--- src/rtl/mda_capture_pkg.sv ---
// rtl/mda_capture_pkg.sv - shared state encodings and default constants for the serial capture slice
// Purpose: FSM state type and default frame geometry used by serial_capture_ctrl and its bench.
// Ports: none (package).
package mda_capture_pkg;

    typedef enum logic [1:0] {
        ST_IDLE  = 2'd0,
        ST_SETUP = 2'd1,
        ST_SHIFT = 2'd2,
        ST_DONE  = 2'd3
    } cap_state_t;

    localparam int DEF_WIDTH    = 14;
    localparam int DEF_CLK_DIV  = 4;
    localparam int DEF_CS_SETUP = 2;

endpackage

--- src/rtl/shift_reg_en.sv ---
// rtl/shift_reg_en.sv - generic serial-in shift register with enable
// Purpose: shifts d into bit 0 on every enabled clock; MSB-first words end up right-aligned.
// Ports: clk, resetn (async, active-low), enable, d (serial in), q[WIDTH-1:0] (parallel out).
module shift_reg_en #(
    parameter int WIDTH = 14
) (
    input  logic             clk,
    input  logic             resetn,
    input  logic             enable,
    input  logic             d,
    output logic [WIDTH-1:0] q
);

    logic [WIDTH-1:0] r_q;

    always_ff @(posedge clk or negedge resetn) begin
        if (!resetn) begin
            r_q <= '0;
        end else if (enable) begin
            r_q <= {r_q[WIDTH-2:0], d};
        end
    end

    assign q = r_q;

endmodule

--- src/rtl/serial_capture_ctrl.sv ---
// rtl/serial_capture_ctrl.sv - SPI-style ADC frame sequencer with valid/ready word output
// Purpose: drives cs_n/sclk for one WIDTH-bit frame per start, captures sdi on each sclk rise,
//          and presents the word on data/data_valid; a word finishing while the slot is full is
//          dropped and flagged on the sticky overrun output.
// Ports: clk, resetn (async, active-low), start, sdi, sclk, cs_n, busy, data[WIDTH-1:0],
//        data_valid, data_ready, overrun, overrun_count[7:0] (OVERRUN_CNT_EN only), ovr_clr.
// Build option: define OVERRUN_CNT_EN to add the saturating overrun_count output.
module serial_capture_ctrl
    import mda_capture_pkg::*;
#(
    parameter int WIDTH    = DEF_WIDTH,
    parameter int CLK_DIV  = DEF_CLK_DIV,
    parameter int CS_SETUP = DEF_CS_SETUP
) (
    input  logic             clk,
    input  logic             resetn,
    input  logic             start,
    input  logic             sdi,
    output logic             sclk,
    output logic             cs_n,
    output logic             busy,
    output logic [WIDTH-1:0] data,
    output logic             data_valid,
    input  logic             data_ready,
    output logic             overrun,
`ifdef OVERRUN_CNT_EN
    output logic [7:0]       overrun_count,
`endif
    input  logic             ovr_clr
);

    localparam int DIV_W = $clog2(CLK_DIV + 1);
    localparam int SU_W  = $clog2(CS_SETUP + 1);
    localparam int BIT_W = $clog2(WIDTH + 1);

    cap_state_t        r_state;
    cap_state_t        w_state_nxt;
    logic [DIV_W-1:0]  r_div_cnt;
    logic [SU_W-1:0]   r_setup_cnt;
    logic [BIT_W-1:0]  r_bit_cnt;
    logic              r_sclk;
    logic              r_cs_n;
    logic [WIDTH-1:0]  r_data;
    logic              r_data_valid;
    logic              r_overrun;
    logic              w_div_wrap;
    logic              w_shift_en;
    logic              w_slot_free;
    logic              w_drop;
    logic [WIDTH-1:0]  w_shreg;

    shift_reg_en #(.WIDTH(WIDTH)) u_shreg (
        .clk    (clk),
        .resetn (resetn),
        .enable (w_shift_en),
        .d      (sdi),
        .q      (w_shreg)
    );

    assign w_div_wrap  = (r_div_cnt == DIV_W'(CLK_DIV - 1));
    // A held word may still leave in the DONE cycle, freeing the slot for the new one.
    assign w_slot_free = !r_data_valid || data_ready;
    assign w_drop      = (r_state == ST_DONE) && !w_slot_free;

    always_comb begin
        w_state_nxt = r_state;
        w_shift_en  = 1'b0;
        case (r_state)
            ST_IDLE: begin
                if (start) w_state_nxt = ST_SETUP;
            end
            ST_SETUP: begin
                if (r_setup_cnt == SU_W'(CS_SETUP - 1)) w_state_nxt = ST_SHIFT;
            end
            ST_SHIFT: begin
                // End of a low half: sclk is about to rise, capture sdi at the same edge.
                // End of the last high half: frame complete.
                if (w_div_wrap) begin
                    if (!r_sclk) begin
                        w_shift_en = 1'b1;
                    end else if (r_bit_cnt == BIT_W'(WIDTH - 1)) begin
                        w_state_nxt = ST_DONE;
                    end
                end
            end
            ST_DONE: begin
                w_state_nxt = ST_IDLE;
            end
            default: begin
                w_state_nxt = ST_IDLE;
            end
        endcase
    end

    always_ff @(posedge clk or negedge resetn) begin
        if (!resetn) begin
            r_state      <= ST_IDLE;
            r_div_cnt    <= '0;
            r_setup_cnt  <= '0;
            r_bit_cnt    <= '0;
            r_sclk       <= 1'b0;
            r_cs_n       <= 1'b1;
            r_data       <= '0;
            r_data_valid <= 1'b0;
            r_overrun    <= 1'b0;
        end else begin
            r_state <= w_state_nxt;
            // Registered from next state so cs_n is low for exactly the SETUP and SHIFT cycles.
            r_cs_n  <= !((w_state_nxt == ST_SETUP) || (w_state_nxt == ST_SHIFT));

            if (r_state == ST_SETUP) r_setup_cnt <= r_setup_cnt + 1'b1;
            else                     r_setup_cnt <= '0;

            if (r_state == ST_SHIFT) begin
                r_div_cnt <= w_div_wrap ? '0 : r_div_cnt + 1'b1;
                if (w_div_wrap) begin
                    r_sclk <= !r_sclk;
                    if (r_sclk) r_bit_cnt <= r_bit_cnt + 1'b1;
                end
            end else begin
                r_div_cnt <= '0;
                r_bit_cnt <= '0;
                r_sclk    <= 1'b0;
            end

            if ((r_state == ST_DONE) && w_slot_free) begin
                r_data       <= w_shreg;
                r_data_valid <= 1'b1;
            end else if (r_data_valid && data_ready) begin
                r_data_valid <= 1'b0;
            end

            // A new drop beats a simultaneous clear.
            if (w_drop)       r_overrun <= 1'b1;
            else if (ovr_clr) r_overrun <= 1'b0;
        end
    end

`ifdef OVERRUN_CNT_EN
    logic [7:0] r_ovr_cnt;

    always_ff @(posedge clk or negedge resetn) begin
        if (!resetn) begin
            r_ovr_cnt <= 8'd0;
        end else if (w_drop) begin
            if (ovr_clr)                r_ovr_cnt <= 8'd1;
            else if (r_ovr_cnt != 8'hFF) r_ovr_cnt <= r_ovr_cnt + 8'd1;
        end else if (ovr_clr) begin
            r_ovr_cnt <= 8'd0;
        end
    end

    assign overrun_count = r_ovr_cnt;
`endif

    assign sclk       = r_sclk;
    assign cs_n       = r_cs_n;
    assign busy       = (r_state != ST_IDLE);
    assign data       = r_data;
    assign data_valid = r_data_valid;
    assign overrun    = r_overrun;

endmodule

--- config.mk ---
export PLATFORM = sky130hd
export DESIGN_NAME = serial_capture_ctrl
export DESIGN_NICKNAME = d
export VERILOG_FILES = /design/src/rtl/mda_capture_pkg.sv /design/src/rtl/shift_reg_en.sv /design/src/rtl/serial_capture_ctrl.sv
export SDC_FILE = /design/constraint.sdc
export NUM_CORES = 1
export LEC_CHECK = 0
export CAP_MARGIN = 10
export CELL_PAD_IN_SITES_DETAIL_PLACEMENT = 1
export CELL_PAD_IN_SITES_GLOBAL_PLACEMENT = 1
export CORE_MARGIN = 2
export CORE_UTILIZATION = 39
export DETAILED_ROUTE_END_ITERATION = 12
export PLACE_DENSITY = 0.81
export SLEW_MARGIN = 20
export SYNTH_ARGS = -nofsm -noshare
export SYNTH_HDL_FRONTEND = slang
export SYNTH_SLANG_ARGS = --single-unit
--- constraint.sdc ---
create_clock -name clk -period 1.8 [get_ports clk]
set_clock_uncertainty 0.05 [all_clocks]
set_input_delay 0.18 -clock clk [delete_from_list [all_inputs] [get_ports clk]]
set_output_delay 0.18 -clock clk [all_outputs]
set_load 0.03 [all_outputs]
==> out/metrics.yaml <==
outcome: "complete, no violations"
avgSynthCellArea_um2: 14.15
synth_top_family_by_area: "multiplexers"
clk_path_buf_depth: 2
routed_via_density: 5.019
die_width_um: 71.62
synth_compound_area_frac: 0.03018
synth_cell_types: 30
antenna_found_initial: 0
drive_gt1_frac: 0.2938
start_util: 0.4067
crit_family: "buffers and inverters"
placed_cells: 203
ctsRootBufferMaster: "clkbuf_8"
finalHoldViolCount: 0
p_leak_uw: 0.001022
timing.final.crit_share: 0.9449
min_period_ns: 1.701
multi_input_area_um2: 635.6
syn_area_um2: 1783
crit_slowest_cell: "clkdlybuf4s50_1"
grt-ovfl-total: 0
ant_nets: 0
max_slew.worst_pin.slew_ns: 0.5275
crit_fanout: 1
gp_congestion: 0.7777
layout.nets: 169
n_fill_cell: 450
synthTopCellsByArea: "dfrtp_1 59%, mux2_2 11%, mux2_4 8.4%, ha_1 2.8%, nor2_1 1.9%"
syn-num-nets: 136
synth_common_cells: "42 x dfrtp_1, 18 x mux2_2, 10 x mux2_4"
min_from: "r_div_cnt[0]"
drt_wl_total_mm: 2.991
tns_ns: 0
crit_path_cell_trace: "clkdlybuf4s50_1"
htree_levels: 2
max_slew_margin: 0.6483
async_flop_share: 1.000
cts_tree: "yes"
yosys_most_used_dff: "dfrtp_1"
dieArea_um2: 5129
area_delta_synth_final_pct: 22.88
worstReg2RegStart: "r_div_cnt[0]"
fmax_mhz: 587.9
vias: 1064
cts_buffers: 5
crit_arrival_ns: 1.47
synth_seq_area_share: 0.6042
drt_iter0_markers: 47
gr-usage-all-layers: 0.1328
syn_inst: 126
synth_fa_ha_area_frac: 0.02807
finalNonFillerCells: 212
drv_slew: 0
grt_pass1_vias: 1199
holdWs_ns: 0.3884
worstSkewPairLatency_ns: 0.29
drt-pass1-iter-count: 3
criticalPathCategory: "flop to output pin"
stdcell_area_um2: 2191
clkSinkCount: 43
crit_required_ns: 1.57
synth_xor_area_frac: 0.009825
rsz0062_at_grt: "false"
path_clk_slew_ns: 0.08
place_hpwl_mm: 2.154
drc: 0
crit_buf_inv: 1
worst_setup_path_end_kind: "output pin"
cp_slowest_stage_delay_ns: 0.66
yosysTopAreaCell: "dfrtp_1"
num_rows: 24
antenna_cells: 0
cap_viol_max_count: 0
yosysMostFrequentCell: "dfrtp_1"
crit_path_start: "cs_n"
numPortBuffers: 24
yosys_warnings: 0
synthMuxAreaShare: 0.1979
ir_drop_v: 0.0004823
synth_seq_cells: 43
yosys.area_share.simple: 0.09053
fp.dieH_um: 71.62
grt_max_degree: 44
power_density_nw_per_um2: 747.0
setup_viol: 0
placed_area_um2: 2090
synth-edff-count: 0
start_kind: "flop"
ioPinCount: 25
yosysTopAreaCellShare: 0.5895
core_area_um2: 4384
ff_latch_area_um2: 1077
grt_pass1_wl_mm: 5.333
hold_class: "flop to flop"
wire_per_inst_um: 14.11
[sequential cells by signal (all words and copies together), names as in the netlist]
register / flops
cs_n: 1
data: 14
data_valid: 1
overrun: 1
r_bit_cnt: 4
r_div_cnt: 3
r_setup_cnt: 2
r_state: 2
sclk: 1
u_shreg.q: 14
[stage by stage]
step / total power (uW) / utilization / worst slack (ns)
after floorplan: 1007 / - / 0.05841
after global placement: 1038 / 0.4766 / 0.1467
after detailed placement: 1040 / 0.4766 / 0.1082
after CTS: 1662 / 0.4997 / 0.08400
after global routing: 1716 / 0.4997 / 0.03862
final: 1636 / 0.4997 / 0.09913
[kinds of logic (layout without fill, tap and decap cells)]
group / Yosys count / count (layout)
simple gates: 29 / 29
compound gates: 10 / 10
xor+xnor: 2 / 2
flops: 43 / 43
mux: 28 / 28
fa+ha+maj: 4 / 4
buf+inv: 10 / 44
[final timing paths]
kind	to	slack [ns]	cells past startpoint
setup reg to reg	u_shreg.q[11]	0.12	5
hold / removal	r_div_cnt[0]	0.39	1
setup / recovery	cs_n	0.1	1
min in group asynchronous	data[10]	0.45	3
hold reg to reg	r_div_cnt[0]	0.39	1
max in group asynchronous	cs_n	0.88	3
[metal layers]
layer | global-route usage | vias to the layer above | wire length, um
li1 | - | 492 | -
met1 | 0.1586 | 551 | 1365
met2 | 0.2274 | 19 | 1504
met3 | 0.05063 | 2 | 108
met4 | 0.03145 | 0 | 12
met5 | 0 | - | 0
[placed cells by master (no fill, tap or decap), types with 2 or more instances in the layout]
master	n
ha_1	4
clkbuf_8	5
or3_1	3
clkdlybuf4s50_1	22
nor3b_1	2
nand2b_1	3
mux2_2	18
mux2_4	10
inv_1	5
nor2_1	9
buf_4	5
nand2_1	3
dfrtp_1	42
a21oi_1	4
clkinvlp_4	2
o21ai_0	4
[power breakdown]
part / switching [uW] / leakage [uW] / total (uW) / internal, uW
logic: 21.5 / 0.000429 / 41.3 / 19.8
registers: 6.46 / 0.000552 / 980 / 973
clock network: 338 / 0.0000408 / 616 / 277
total: 366 / 0.00102 / 1640 / 1270
[repair_timing]
action,4_1_cts,5_1_grt
buffers inserted,0,0
gates resized for setup,1,0
hold buffers,1,0
setup endpoints to repair,1,0
endpoints found under the hold margin,42,0
[cell type report]
type	count	share of cell area
inverter	5	0.008567
timing repair buffer	31	0.1376
clock inverter	3	0.01085
multi-input combinational	73	0.2901
tap	52	0.02970
clock buffer	5	0.03141
sequential	43	0.4917
No activity file was read; power rests on OpenSTA's default activity.
